===== src/rtl/mac_arbiter.sv =====
// Round-robin arbiter sharing one a*b+c datapath between two requesters.
// Define MAC_ARB_TIMEOUT_EN to bound the WAIT state by TIMEOUT cycles.
module mac_arbiter #(
  parameter int WIDTH   = 32,
  parameter int TIMEOUT = 8
) (
  input  logic             clk,
  input  logic             rst_,
  input  logic             req0_valid,
  output logic             req0_ready,
  input  logic [WIDTH-1:0] req0_a,
  input  logic [WIDTH-1:0] req0_b,
  input  logic [WIDTH-1:0] req0_c,
  input  logic             req1_valid,
  output logic             req1_ready,
  input  logic [WIDTH-1:0] req1_a,
  input  logic [WIDTH-1:0] req1_b,
  input  logic [WIDTH-1:0] req1_c,
  output logic             mac_validi,
  output logic [WIDTH-1:0] mac_data_in,
  input  logic             mac_valido,
  input  logic [WIDTH-1:0] mac_data_out,
  output logic             rsp_valid,
  input  logic             rsp_ready,
  output logic             rsp_id,
  output logic [WIDTH-1:0] rsp_data,
  output logic             rsp_err,
  output logic             busy
);

  // state | meaning
  // IDLE  | waiting for a request, grants one
  // OP_A  | a on mac_data_in
  // OP_B  | b on mac_data_in
  // OP_C  | c on mac_data_in
  // WAIT  | waiting for mac_valido
  // RESP  | result held until rsp_ready
  typedef enum logic [2:0] {IDLE, OP_A, OP_B, OP_C, WAIT, RESP} state_t;

  state_t           r_state, w_next;
  logic [WIDTH-1:0] r_a, r_b, r_c, r_rsp_data;
  logic             r_id, r_pref1;
  logic             w_accept, w_gnt1, w_tmo;

  if (TIMEOUT < 1) begin : g_bad_timeout
    $error("mac_arbiter: TIMEOUT must be at least 1");
  end

  // r_pref1 names the requester that wins a tie; it moves only on a completed response.
  assign w_gnt1     = req1_valid && (!req0_valid || r_pref1);
  assign w_accept   = rst_ && (r_state == IDLE) && (req0_valid || req1_valid);
  assign req0_ready = w_accept && !w_gnt1;
  assign req1_ready = w_accept && w_gnt1;
  assign rsp_valid  = (r_state == RESP);
  assign rsp_id     = r_id;
  assign rsp_data   = r_rsp_data;
  assign busy       = (r_state != IDLE);

`ifdef MAC_ARB_TIMEOUT_EN
  localparam int TW = (TIMEOUT > 1) ? $clog2(TIMEOUT) : 1;
  logic [TW-1:0] r_tmo_cnt;
  logic          r_rsp_err;

  // Loaded while in OP_C so the count starts fresh on every WAIT entry.
  always_ff @(posedge clk) begin
    if (!rst_) begin
      r_tmo_cnt <= '0;
    end else if (r_state == OP_C) begin
      r_tmo_cnt <= TW'(TIMEOUT - 1);
    end else if ((r_state == WAIT) && (r_tmo_cnt != '0)) begin
      r_tmo_cnt <= r_tmo_cnt - 1'b1;
    end
  end

  assign w_tmo   = (r_state == WAIT) && !mac_valido && (r_tmo_cnt == '0);
  assign rsp_err = r_rsp_err;
`else
  assign w_tmo   = 1'b0;
  assign rsp_err = 1'b0;
`endif

  always_comb begin
    w_next      = r_state;
    mac_validi  = 1'b0;
    mac_data_in = '0;
    case (r_state)
      IDLE: if (w_accept) w_next = OP_A;
      OP_A: begin
        mac_validi  = 1'b1;
        mac_data_in = r_a;
        w_next      = OP_B;
      end
      OP_B: begin
        mac_validi  = 1'b1;
        mac_data_in = r_b;
        w_next      = OP_C;
      end
      OP_C: begin
        mac_validi  = 1'b1;
        mac_data_in = r_c;
        w_next      = WAIT;
      end
      WAIT: if (mac_valido || w_tmo) w_next = RESP;
      RESP: if (rsp_ready) w_next = IDLE;
      default: w_next = IDLE;
    endcase
  end

  always_ff @(posedge clk) begin
    if (!rst_) begin
      r_state    <= IDLE;
      r_a        <= '0;
      r_b        <= '0;
      r_c        <= '0;
      r_id       <= 1'b0;
      r_pref1    <= 1'b0;
      r_rsp_data <= '0;
`ifdef MAC_ARB_TIMEOUT_EN
      r_rsp_err  <= 1'b0;
`endif
    end else begin
      r_state <= w_next;
      if (w_accept) begin
        r_a  <= w_gnt1 ? req1_a : req0_a;
        r_b  <= w_gnt1 ? req1_b : req0_b;
        r_c  <= w_gnt1 ? req1_c : req0_c;
        r_id <= w_gnt1;
      end
      if ((r_state == WAIT) && mac_valido) begin
        r_rsp_data <= mac_data_out;
`ifdef MAC_ARB_TIMEOUT_EN
        r_rsp_err  <= 1'b0;
      end else if (w_tmo) begin
        r_rsp_data <= '0;
        r_rsp_err  <= 1'b1;
`endif
      end
      if ((r_state == RESP) && rsp_ready) r_pref1 <= ~r_id;
    end
  end

endmodule


===== config.mk =====
export PLATFORM = sky130hd
export DESIGN_NAME = mac_arbiter
export DESIGN_NICKNAME = d
export VERILOG_FILES = /design/src/rtl/mac_arbiter.sv
export SDC_FILE = /design/constraint.sdc
export NUM_CORES = 1
export LEC_CHECK = 0
export BUFFER_PORTS_ARGS = -buffer_cell sky130_fd_sc_hd__buf_2
export CORE_ASPECT_RATIO = 1.75
export CORE_MARGIN = 8
export CORE_UTILIZATION = 50
export CTS_CLUSTER_DIAMETER = 100
export CTS_CLUSTER_SIZE = 12
export DETAILED_ROUTE_END_ITERATION = 7
export PLACE_DENSITY = 0.91
export RECOVER_POWER = 25
export SYNTH_ARGS = -nofsm -noshare
export SYNTH_HDL_FRONTEND = slang
export SYNTH_SLANG_ARGS = --single-unit
export TNS_END_PERCENT = 100

===== constraint.sdc =====
create_clock -name clk -period 2.4 [get_ports clk]
set_input_delay 0.24 -clock clk [delete_from_list [all_inputs] [get_ports clk]]
set_output_delay 0.24 -clock clk [all_outputs]
set_load 0.05 [all_outputs]

======== Word-level counts from Yosys, hierarchy flattened ========
Cells that the tools add are included.
operators by class
  add/sub/neg operators ................... 0
  multipliers ............................. 0
  divide/modulo/power cells ............... 0
  $lt $le $gt $ge ......................... 0
  equal/unequal tests ..................... 8
  shift operators ......................... 0
  muxes and demuxes ....................... 9
  bitwise logic cells ..................... 1
  reductions and logical operators ........ 15
operators by type and width
  operator              count
  $mux W32              3
  $pmux W32 S3          1
  $pmux W3 S6           1
  $mux W3               3
  $logic_and A1 B1 Y1   7
  $eq A3 B2 Y1 const B  2
  $eq A3 B3 Y1 const B  2
  $ne A2 B2 Y1 const B  2
  $eq A3 B1 Y1 const B  1
  $logic_not A3 Y1      1
  $reduce_and A3 Y1     1
  $reduce_bool A3 Y1    1
  $reduce_or A3 Y1      1
  $logic_not A1 Y1      2
  $logic_or A1 B1 Y1    2
  $ne A2 B1 Y1 const B  1
  $mux W1               1
  $not A1 Y1            1
storage, ports and cells
  register bits after elaboration ......... 133
  bits in latches ......................... 0
  RAM bits ................................ 0
  memory bits (read-only) ................. 0
  word-level logic and storage cells ...... 40
  memories ................................ 0

======== Longest topological paths before layout ========
Gate-level depths: netlist of the first run.
  word-level depth ........................ 5
  gate-level depth with buffers ........... 6
  depth with buffers taken out ............ 4

======== Worst setup path after synthesis of the first run ========
Ideal clock, no wire load.
  path kind ............................... register -> register
  from .................................... register r_state[0]
  to ...................................... register r_id, in the netlist rsp_id
  library setup time ...................... 69 ps
  arrival ................................. 2,991 ps
  required time ........................... 2,331 ps
  path slack .............................. -660 ps
  stages on the path, launching flop included .. 7
  path buffers ............................ 2
  period minus slack after synthesis ...... 3,060 ps
  path through ............................ dfxtp_1 -> buf_2 -> buf_1 -> nor3_1 -> inv_1 -> nor4_1 -> a31o_2
on the way
  longest elaborated chain between the ends .. 3
RTL lines
  element                           line  RTL
  start: declaration                40    state_t r_state, w_next;
  start signal: assignment          122   r_state <= w_next;
  $logic_not A3 Y1                  51    assign w_accept = rst_ && (r_state == IDLE) && (req0_valid || req1_valid);
  $logic_and A1 B1 Y1 (2 in a row)  51
  end signal: assignment            127   r_id <= w_gnt1;
  end: declaration                  42    logic r_id, r_pref1;
Every way passes these cells.
A chain may end at the register's enable or synchronous reset.

======== Final worst setup path of the first run ========
  from .................................... register r_state[0]
  to ...................................... output port mac_data_in[13]
on the way
  longest elaborated chain between the ends .. 2
RTL lines
  element                                              line  RTL
  $eq A3 B2 Y1 / $eq A3 B1 Y1 (equally long branches)  86    case (r_state)
  $pmux W32 S3 (*)                                     86
  end: declaration                                     20    output logic [WIDTH-1:0] mac_data_in,
Mark *: on every way between the ends. The rest lies on a longest branch, timed or not.

==> results of run 1 <==
[per-stage QoR]
step                util (%)  cell area (um2)
floorplan                  -             6320
finish                  68.5             8470
global route            68.5             8470
global placement        64.0             7920
detailed placement      64.0             7920
CTS                     68.7             8490
[final cells by class]
class / instances / area [um2]
Sequential cell: 133 / 2670
Timing Repair Buffer: 322 / 1700
Fill cell: 1057 / 3890
Clock buffer: 17 / 425
Inverter: 3 / 11.3
Clock inverter: 14 / 150
Multi-Input combinational cell: 509 / 3310
Tap cell: 168 / 210
[worst max-delay path, cell delays in order, from the launching register on]
cell	delay [ps]
dfxtp_2	530
buf_6	260
mux2_2	360
a22oi_1	180
nor2_1	80
buf_2	240
[layer usage]
metal	up-vias	routed length, um
li1	3275	-
met1	3295	7950
met2	307	11500
met3	51	2040
met4	0	699
met5	-	0
[power groups by stage]
| stage | clock, mW | sequential [mW] | combinational (mW) |
|---|---|---|---|
| floorplan | 0 | 2.80 | 1.41 |
| CTS | 2.57 | 2.83 | 2.01 |
| detailed placement | 0 | 2.87 | 2.00 |
| finish | 2.55 | 2.84 | 2.01 |
| global route | 2.66 | 2.88 | 2.17 |
| global placement | 0 | 2.86 | 1.95 |
[logic make-up (layout without fill, tap and decap cells)]
kind of cell	after synthesis	count (layout)	synth area share (%)
AOI/OAI and AO/OA	265	265	32.2
xor gates and xnor gates	1	1	0.139
buffers and inverters	98	356	6.18
DFF	133	133	42.3
muxes	32	32	5.72
other	1	1	0.0596
and+or+nand+nor	210	210	13.5
[worst min path at each step]
stage                                     end  cells after the start
finish               rsp_data[0]$_SDFFE_PN0P_                      3
global route        rsp_data[10]$_SDFFE_PN0P_                      3
CTS                  rsp_data[5]$_SDFFE_PN0P_                      3
detailed placement   rsp_data[0]$_SDFFE_PN0P_                      2
global placement    rsp_data[24]$_SDFFE_PN0P_                      2
floorplan                r_pref1$_SDFFE_PN0P_                      1
[flip-flops by register name (all words and copies together) (netlist names)]
name / cells
r_pref1: 1
r_a: 32
r_b: 32
r_c: 32
rsp_data: 32
r_state: 3
rsp_id: 1
[layout by cell type (no fill, tap or decap), types with 2 or more instances in the layout]
cell type / Yosys / final
a21oi_1: 36 / 36
a22oi_1: 127 / 127
buf_12: 0 / 5
buf_2: 14 / 264
buf_4: 1 / 17
buf_6: 0 / 2
bufinv_16: 0 / 2
clkbuf_1: 73 / 33
clkbuf_16: 0 / 17
clkinv_2: 0 / 3
clkinvlp_4: 0 / 3
dfxtp_1: 133 / 131
dfxtp_2: 0 / 2
inv_1: 2 / 2
inv_6: 0 / 5
mux2_2: 32 / 32
nand2_1: 163 / 163
nand3b_1: 2 / 2
nor2_1: 33 / 33
nor2b_4: 0 / 2
nor3_1: 4 / 3
o32ai_1: 96 / 96
[Yosys cell counts (all sizes together), types with 2 or more instances]
cell type | count | area share (%)
a22oi | 127 | 15
nand3b | 2 | 0.24
buf | 22 | 1.6
clkbuf | 73 | 4.4
nand2 | 163 | 9.7
nor2b | 2 | 0.20
a21oi | 36 | 2.9
inv | 3 | 0.18
dfxtp | 133 | 42
mux2 | 32 | 5.7
nor2 | 33 | 2.0
o32ai | 96 | 13
nor3 | 4 | 0.32
[repair_timing]
item	4_1_cts	5_1_grt
gates resized for setup	0	2
setup endpoints to repair	0	14
setup buffers	0	2
==> impl_metrics.py, run 1 <==
metrics = {
    "timing": {
        "holdWs_ps": 67.8,
        "worstMarginPinSlew_ps": 978,
        "relSlewSlack_pct": 34.8,
        "fin_crit_ps": 2290,
        "slew_viol_final": 0,
        "setup_viol": 0,
        "clock_skew_ps": 11.4,
        "rsz0062_at_grt": "no",
        "fin_setup_tns_ps": 0,
        "hold_viol_final": 0,
        "timing.final.crit_share_pct": 95.5,
        "fmax_ghz": 0.436,
        "finalWorstSetupSlack_ps": 107,
    },
    "grt": {
        "grt_remaining_overflow": 0,
        "grt_util_met2_pct": 45.7,
        "track_usage_pct": 25.9,
        "grt_util_met1_pct": 26.6,
        "met3_usage_pct": 8.91,
        "antenna_found_initial": 0,
        "grt_pass1_vias": 7085,
        "grt_start_max_net_pins": 98,
        "grt_pass1_wl_um": 34300,
        "top_usage_layer": "met2",
    },
    "detailed_routing": {
        "drt_wl_total_um": 22200,
        "routed_via_density": 5.94,
        "drtIter0Drc": 401,
        "ant_nets": 0,
        "drc": 0,
        "dr.pass1.iters": 5,
        "routedWlPerCell_um": 19.0,
        "vias": 6928,
    },
    "cells_and_area": {
        "diodes": 0,
        "syn2layout_area_growth_pct": 34.5,
        "stdcell_count": 1166,
        "drive_gt1_share_pct": 36.5,
        "fin_nets": 1216,
    },
    "clock_tree": {
        "insertion_delay_ps": 400,
        "cts_buffer_depth": 2,
        "ctsHoldBuffers": 0,
        "cts_max_level": 4,
        "cts_tree": "built",
        "clk_pin_slew_ps": 60,
        "clockRootBuffer": "clkbuf_16",
        "numCtsBuffers": 17,
        "cts.sinks": 133,
    },
    "setup_path": {
        "critPathKind": "reg -> out",
        "cp_data_arrival_time_ps": 2050,
        "r2r_setup_slack_ps": 250,
        "r2r_start": "r_state[1]$_SDFFE_PN0P_",
        "critPathRequiredTime_ps": 2160,
        "start_kind": "flop",
        "worstRegToRegCells": 5,
        "crit_start": "r_state[0]$_SDFFE_PN0P_",
        "cp_max_fo": 16,
        "worst_r2r_endpoint": "rsp_data[11]$_SDFFE_PN0P_",
        "cp-end-kind": "output pin",
        "cp-endpoint": "mac_data_in[13]",
    },
    "power": {
        "finalPower_mw": 7.39,
        "p_leak_nw": 3.81,
        "ir_drop_mv": 0.586,
        "combinationalPowerShare_pct": 27.1,
        "switchingPower_mw": 2.50,
        "p_per_area_mw_per_mm2": 873,
        "intPower_mw": 4.89,
        "p_seq_share_pct": 38.4,
        "clockPowerShare_pct": 34.4,
        "p_sw_share_pct": 33.9,
    },
    "flow_run": {
        "max_cap_viol_count": 0,
    },
    "yosys": {
        "synth-async-reset-ratio_pct": 0,
        "synth_cells": 740,
        "synth_nets": 970,
        "yosys_warnings": 0,
        "synth_area_mm2": 0.00630,
        "ys_seq_area_share_pct": 42.3,
        "dominantRegCellSynth": "dfxtp_1",
        "synth_edf_count": 0,
        "syn_area_per_cell_um2": 8.51,
        "synth-seq-cells": 133,
        "synth_cell_types": 30,
    },
    "placement": {
        "dp_cells": 1133,
        "hpwlAfterDp_um": 16300,
        "finalWeightedCongestion": 0.796,
        "place_ws_ps": 451,
        "port_buffers": 299,
    },
    "worst_hold_path": {
        "holdCritPathClass": "in -> reg",
        "min_from": "mac_data_out[0]",
    },
    "floorplan": {
        "core_area_mm2": 0.0124,
        "die_area_mm2": 0.0166,
        "die_w_um": 101,
        "num_io_pins": 301,
        "die_y_um": 164,
        "start_util_pct": 50.9,
        "rows": 54,
    },
    "status": {
        "status": "completed",
    },
}
(Power assumes the default switching activity.)
==> inputs of run 2 (changes only) <==
--- a/config.mk
+++ b/config.mk
@@ -5,14 +5,15 @@
 export SDC_FILE = /design/constraint.sdc
 export NUM_CORES = 1
 export LEC_CHECK = 0
+export ABC_AREA = 1
 export BUFFER_PORTS_ARGS = -buffer_cell sky130_fd_sc_hd__buf_2
 export CORE_ASPECT_RATIO = 1.75
 export CORE_MARGIN = 8
-export CORE_UTILIZATION = 50
+export CORE_UTILIZATION = 51
 export CTS_CLUSTER_DIAMETER = 100
 export CTS_CLUSTER_SIZE = 12
 export DETAILED_ROUTE_END_ITERATION = 7
-export PLACE_DENSITY = 0.91
+export PLACE_DENSITY = 0.92
 export RECOVER_POWER = 25
 export SYNTH_ARGS = -nofsm -noshare
 export SYNTH_HDL_FRONTEND = slang
==> impl_metrics.py, run 2 <==
metrics = {
    "setup_path": {
        "cp_cell_sequence": "inv_1 > nor3_4 > buf_12 > nand2_1 > nand3_1 > buf_2",
        "cp_max_fo": 33,
        "r2r_start": "r_state[1]$_SDFFE_PN0P_",
        "r2r_setup_slack_ps": 220,
        "cpLargestDelayFamily": "buffers and inverters",
        "critPathRequiredTime_ps": 2160,
        "start_kind": "flop",
        "cp-end-kind": "output pin",
        "cp_data_arrival_time_ps": 2010,
        "worstRegToRegCells": 6,
        "slowest_stage": "dfxtp_1",
        "critPathKind": "reg -> out",
        "worst_r2r_endpoint": "r_b[4]$_SDFFE_PN0P_",
        "slowest_delay_ps": 490,
        "critPathBufInv": 3,
    },
    "detailed_routing": {
        "drtIter0Drc": 507,
        "dr.pass1.iters": 7,
        "routed_via_density": 5.27,
        "drc": 0,
        "ant_nets": 0,
        "vias": 7816,
        "drt_wl_total_um": 23000,
        "routedWlPerCell_um": 15.5,
    },
    "yosys": {
        "ys_seq_area_share_pct": 40.2,
        "yosys-top-cells-count": "nand2_1 (466), dfxtp_1 (133), a21oi_1 (131)",
        "synth-seq-cells": 133,
        "synth_top_area_share_pct": 40.2,
        "synth_area_mm2": 0.00662,
        "synth_cell_types": 21,
        "synth_edf_count": 0,
        "dominantRegCellSynth": "dfxtp_1",
        "yosys_warnings": 0,
        "synth_nets": 1273,
        "synth_cells": 1043,
        "syn_area_per_cell_um2": 6.35,
        "synth_area_leaders": "dfxtp_1 (40%), nand2_1 (26%), a21oi_1 (9.9%)",
        "synth_top_area_cell": "dfxtp_1",
        "yosysMostFrequentCell": "nand2_1",
        "synth-async-reset-ratio_pct": 0,
    },
    "timing": {
        "slew_viol_final": 0,
        "holdWs_ps": 104,
        "fin_setup_tns_ps": 0,
        "rsz0062_at_grt": "no",
        "clock_skew_ps": 8.74,
        "timing.final.crit_share_pct": 93.7,
        "setup_viol": 0,
        "fmax_ghz": 0.445,
        "worstMarginPinSlew_ps": 1070,
        "relSlewSlack_pct": 28.9,
        "hold_viol_final": 0,
        "fin_crit_ps": 2250,
    },
    "cells_and_area": {
        "design_area_mm2": 0.00875,
        "stdcell_count": 1483,
        "final_cell_mix": "nand2_1 (466), buf_2 (264), a21oi_1 (131), dfxtp_1 (131), nand3_1 (112)",
        "final_common_cell": "nand2_1",
        "fin_nets": 1529,
        "drive_gt1_share_pct": 25.1,
        "syn2layout_area_growth_pct": 32.2,
        "fin_util_pct": 68.4,
    },
    "placement": {
        "finalWeightedCongestion": 0.895,
        "dp_cells": 1451,
        "placed_cell_area_mm2": 0.00820,
        "hpwlAfterDp_um": 16600,
        "port_buffers": 299,
    },
    "power": {
        "p_leak_nw": 4.22,
        "p_per_area_mw_per_mm2": 990,
        "ir_drop_mv": 0.817,
    },
    "grt": {
        "track_usage_pct": 26.7,
        "grt_pass1_vias": 7814,
        "grt_remaining_overflow": 0,
        "antenna_found_initial": 1,
        "grt_pass1_wl_um": 36500,
        "grt_start_max_net_pins": 98,
    },
    "clock_tree": {
        "post_cts_resized": 0,
        "clk_pin_slew_ps": 60,
        "numCtsBuffers": 17,
        "postCtsSetupRepairBufs": 0,
        "clockRootBuffer": "clkbuf_16",
        "cts_max_level": 4,
        "cts_tree": "built",
        "cts_buffer_depth": 2,
        "cts.sinks": 133,
        "insertion_delay_ps": 410,
        "ctsHoldBuffers": 0,
    },
    "worst_hold_path": {
        "min_from": "mac_data_out[15]",
        "hold_end": "rsp_data[15]$_SDFFE_PN0P_",
        "holdCritPathClass": "in -> reg",
        "hold_path_depth": 3,
    },
    "floorplan": {
        "core_area_mm2": 0.0128,
        "die_y_um": 167,
        "rows": 55,
        "die_w_um": 102,
        "start_util_pct": 51.7,
        "die_area_mm2": 0.0170,
        "num_io_pins": 301,
    },
    "flow_run": {
        "max_cap_viol_count": 0,
    },
    "status": {
        "status": "completed",
    },
}
==> run 2: changes by cell type after synthesis, moves of 39 or more <==
cell,change
nand2_1,+303
a21oi_1,+95
inv_1,+39
o32ai_1,-96
nand3_1,+113
a22oi_1,-108
==> run 2: how the worst max path moves through the flow <==
stage	slack [ps]	start	end	cells after the start
after global placement	540	r_state[0]$_SDFFE_PN0P_	mac_data_in[21]	6
after detailed placement	480	r_state[0]$_SDFFE_PN0P_	mac_data_in[21]	6
final	150	r_state[1]$_SDFFE_PN0P_	mac_data_in[5]	6
after CTS	20	r_state[0]$_SDFFE_PN0P_	mac_data_in[21]	6
after floorplan	170	r_state[2]$_SDFFE_PN0P_	req0_ready	7
after global routing	6	r_state[1]$_SDFFE_PN0P_	mac_data_in[5]	6
==> run 2: metal layers <==
metal | global-route usage (%) | routed length [um]
met5 | 0 | 0
met4 | 14.9 | 1080
met3 | 9.69 | 2310
met2 | 45.2 | 11500
met1 | 27.4 | 8130
==> run 2: report_power, final <==
group          switching, mW  total (mW)  leakage (nW)  internal (mW)
clock network          0.971        2.62         0.288           1.65
logic                   2.27        3.11          2.85          0.845
registers              0.296        2.93          1.08           2.64
total                   3.53        8.66          4.22           5.13
==> run 2: kinds of logic (layout without fill, tap and decap cells) <==
kind of cell / Yosys count / in the layout / synth area share [%]
AOI/OAI and AO/OA: 189 / 189 / 15.1
DFF: 133 / 133 / 40.2
and+or+nand+nor: 594 / 594 / 36.4
other: 1 / 2 / 0.0567
buffers and inverters: 126 / 394 / 8.17
==> run 2: final cells by class <==
type | count | area (um2)
Clock inverter | 13 | 159
Tap cell | 171 | 214
Multi-Input combinational cell | 784 | 3440
Clock buffer | 18 | 439
Antenna cell | 1 | 2.50
Inverter | 44 | 166
Fill cell | 1123 | 4050
Timing Repair Buffer | 319 | 1660
Sequential cell | 133 | 2670
==> run 2: per-stage QoR <==
stage                     worst slack, ps  total power, mW
after detailed placement              478             6.09
final                                 152             8.66
after floorplan                       173             5.17
after global placement                536             6.02
after global routing                 6.29             9.11
after CTS                            16.0             8.72
==> run 2: worst register-to-register path, cell delays in order, from the launching register on <==
cell and delay [ps]:
dfxtp_1 390, nor2_4 190, nand2_1 140, nor2_4 140, clkbuf_4 810, nand2_1 280
a21oi_1 180
==> inputs of run 3 (changes only) <==
==> constraint.sdc (replaced) <==
create_clock -name clk -period 2.4 [get_ports clk]
set_input_delay 0.36 -clock clk [delete_from_list [all_inputs] [get_ports clk]]
set_output_delay 0.36 -clock clk [all_outputs]
set_load 0.05 [all_outputs]
==> impl_metrics.py, run 3 (synthesis gave the netlist of run 2 again) <==
metrics = {
    "placement": {
        "finalWeightedCongestion": 0.866,
        "hpwlAfterDp_um": 16300,
        "placed_cell_area_mm2": 0.00819,
        "port_buffers": 299,
    },
    "grt": {
        "antenna_found_initial": 0,
        "grt_pass1_wl_um": 36000,
        "track_usage_pct": 26.2,
        "grt_start_max_net_pins": 98,
        "grt_pass1_vias": 7870,
        "grt_remaining_overflow": 0,
    },
    "cells_and_area": {
        "drive_gt1_share_pct": 25.1,
        "fillers": 1125,
        "final_cell_mix": "nand2_1 (466), buf_2 (265), a21oi_1 (131), dfxtp_1 (131), nand3_1 (113)",
        "fin_nets": 1529,
        "syn2layout_area_growth_pct": 31.7,
        "multi_input_area_mm2": 0.00344,
        "seq_area_mm2": 0.00267,
        "design_area_mm2": 0.00872,
        "diodes": 0,
        "final_common_cell": "nand2_1",
    },
    "timing": {
        "holdWs_ps": 230,
        "slew_viol_final": 0,
        "timing.final.crit_share_pct": 93.5,
        "fin_crit_ps": 2240,
        "rsz0062_at_grt": "no",
        "setup_viol": 0,
        "fmax_ghz": 0.446,
        "fin_setup_tns_ps": 0,
        "hold_viol_final": 0,
        "worstMarginPinSlew_ps": 1060,
        "relSlewSlack_pct": 29.6,
        "clock_skew_ps": 9.91,
    },
    "detailed_routing": {
        "drt_wl_total_um": 22500,
        "routed_via_density": 5.22,
        "drtIter0Drc": 419,
        "dr.pass1.iters": 5,
        "drc": 0,
        "ant_nets": 0,
        "routedWlPerCell_um": 15.2,
        "vias": 7734,
    },
    "clock_tree": {
        "cts_max_level": 4,
        "ctsHoldBuffers": 0,
        "insertion_delay_ps": 410,
        "numCtsBuffers": 17,
        "clockRootBuffer": "clkbuf_16",
        "cts.sinks": 133,
        "clk_pin_slew_ps": 60,
        "cts_buffer_depth": 2,
        "cts_tree": "built",
    },
    "setup_path": {
        "slowest_stage": "dfxtp_2",
        "critPathKind": "reg -> out",
        "slowest_delay_ps": 420,
        "critPathRequiredTime_ps": 2040,
        "cp_data_arrival_time_ps": 1880,
        "cp_cell_sequence": "inv_1 > nor3_4 > buf_4 > a22oi_1 > nand2_1 > buf_2",
        "cp-end-kind": "output pin",
        "start_kind": "flop",
        "cp_max_fo": 21,
    },
    "power": {
        "p_per_area_mw_per_mm2": 985,
        "p_leak_nw": 4.21,
        "ir_drop_mv": 0.782,
    },
    "status": {
        "status": "completed",
    },
    "floorplan": {
        "rows": 55,
        "core_area_mm2": 0.0128,
        "die_w_um": 102,
        "die_y_um": 167,
        "die_area_mm2": 0.0170,
        "num_io_pins": 301,
        "start_util_pct": 51.7,
    },
    "worst_hold_path": {
        "holdCritPathClass": "in -> reg",
    },
    "flow_run": {
        "max_cap_viol_count": 0,
    },
}
## run 3: final timing paths
| path | end | depth (start not counted) | startpoint | slack (ps) |
|---|---|---|---|---|
| max | mac_data_in[25] | 6 | r_state[0]$_SDFFE_PN0P_ | 160 |
| min | rsp_data[26]$_SDFFE_PN0P_ | 3 | mac_data_out[26] | 230 |
| max reg2reg | r_c[22]$_SDFFE_PN0P_ | 6 | r_state[1]$_SDFFE_PN0P_ | 270 |
| min reg2reg | rsp_data[29]$_SDFFE_PN0P_ | 2 | rsp_data[29]$_SDFFE_PN0P_ | 450 |
## run 3: worst max-delay path: cells and delay by family (launching register included)
kind | cells | cell delay [ps]
compound gates | 1 | 110
buf+inv | 3 | 710
flops | 1 | 420
simple gates | 2 | 230
## run 3: area by class of cell
class                      count  area share (%)
timing repair buffer         319            18.8
clock inverter                13            1.71
multi-input combinational    784            39.4
clock buffer                  19            5.08
sequential                   133            30.6
inverter                      44            1.91
tap                          171            2.45
## run 3: power by group
| part | switching, mW | total (mW) | internal, mW |
|---|---|---|---|
| sequential | 0.263 | 2.90 | 2.63 |
| clock | 0.999 | 2.57 | 1.57 |
| combinational | 2.28 | 3.12 | 0.835 |
| total | 3.55 | 8.59 | 5.04 |
## run 3: per-layer routing
metal,global-route usage (%),share of wire [%],vias to the layer above
met5,0,0,-
met4,14.5,4.3,0
met3,8.06,9.6,65
met2,46.0,51,356
met1,26.3,35,3441
li1,-,-,3872
## run 3: stage by stage
stage / setup WS [ps] / std cells / power [mW] / utilization (%)
floorplan: 53.3 / 1043 / 5.17 / -
global placement: 421 / 1451 / 6.02 / 64.0
detailed placement: 391 / 1451 / 6.09 / 64.0
CTS: 20.1 / 1483 / 8.68 / 68.6
global route: 51.9 / 1483 / 9.05 / 68.1
finish: 156 / 1483 / 8.59 / 68.1
## run 3: repair_timing
action	in CTS	in global routing
gates resized for setup	1	2
setup endpoints to repair	14	27
buffers inserted	0	0
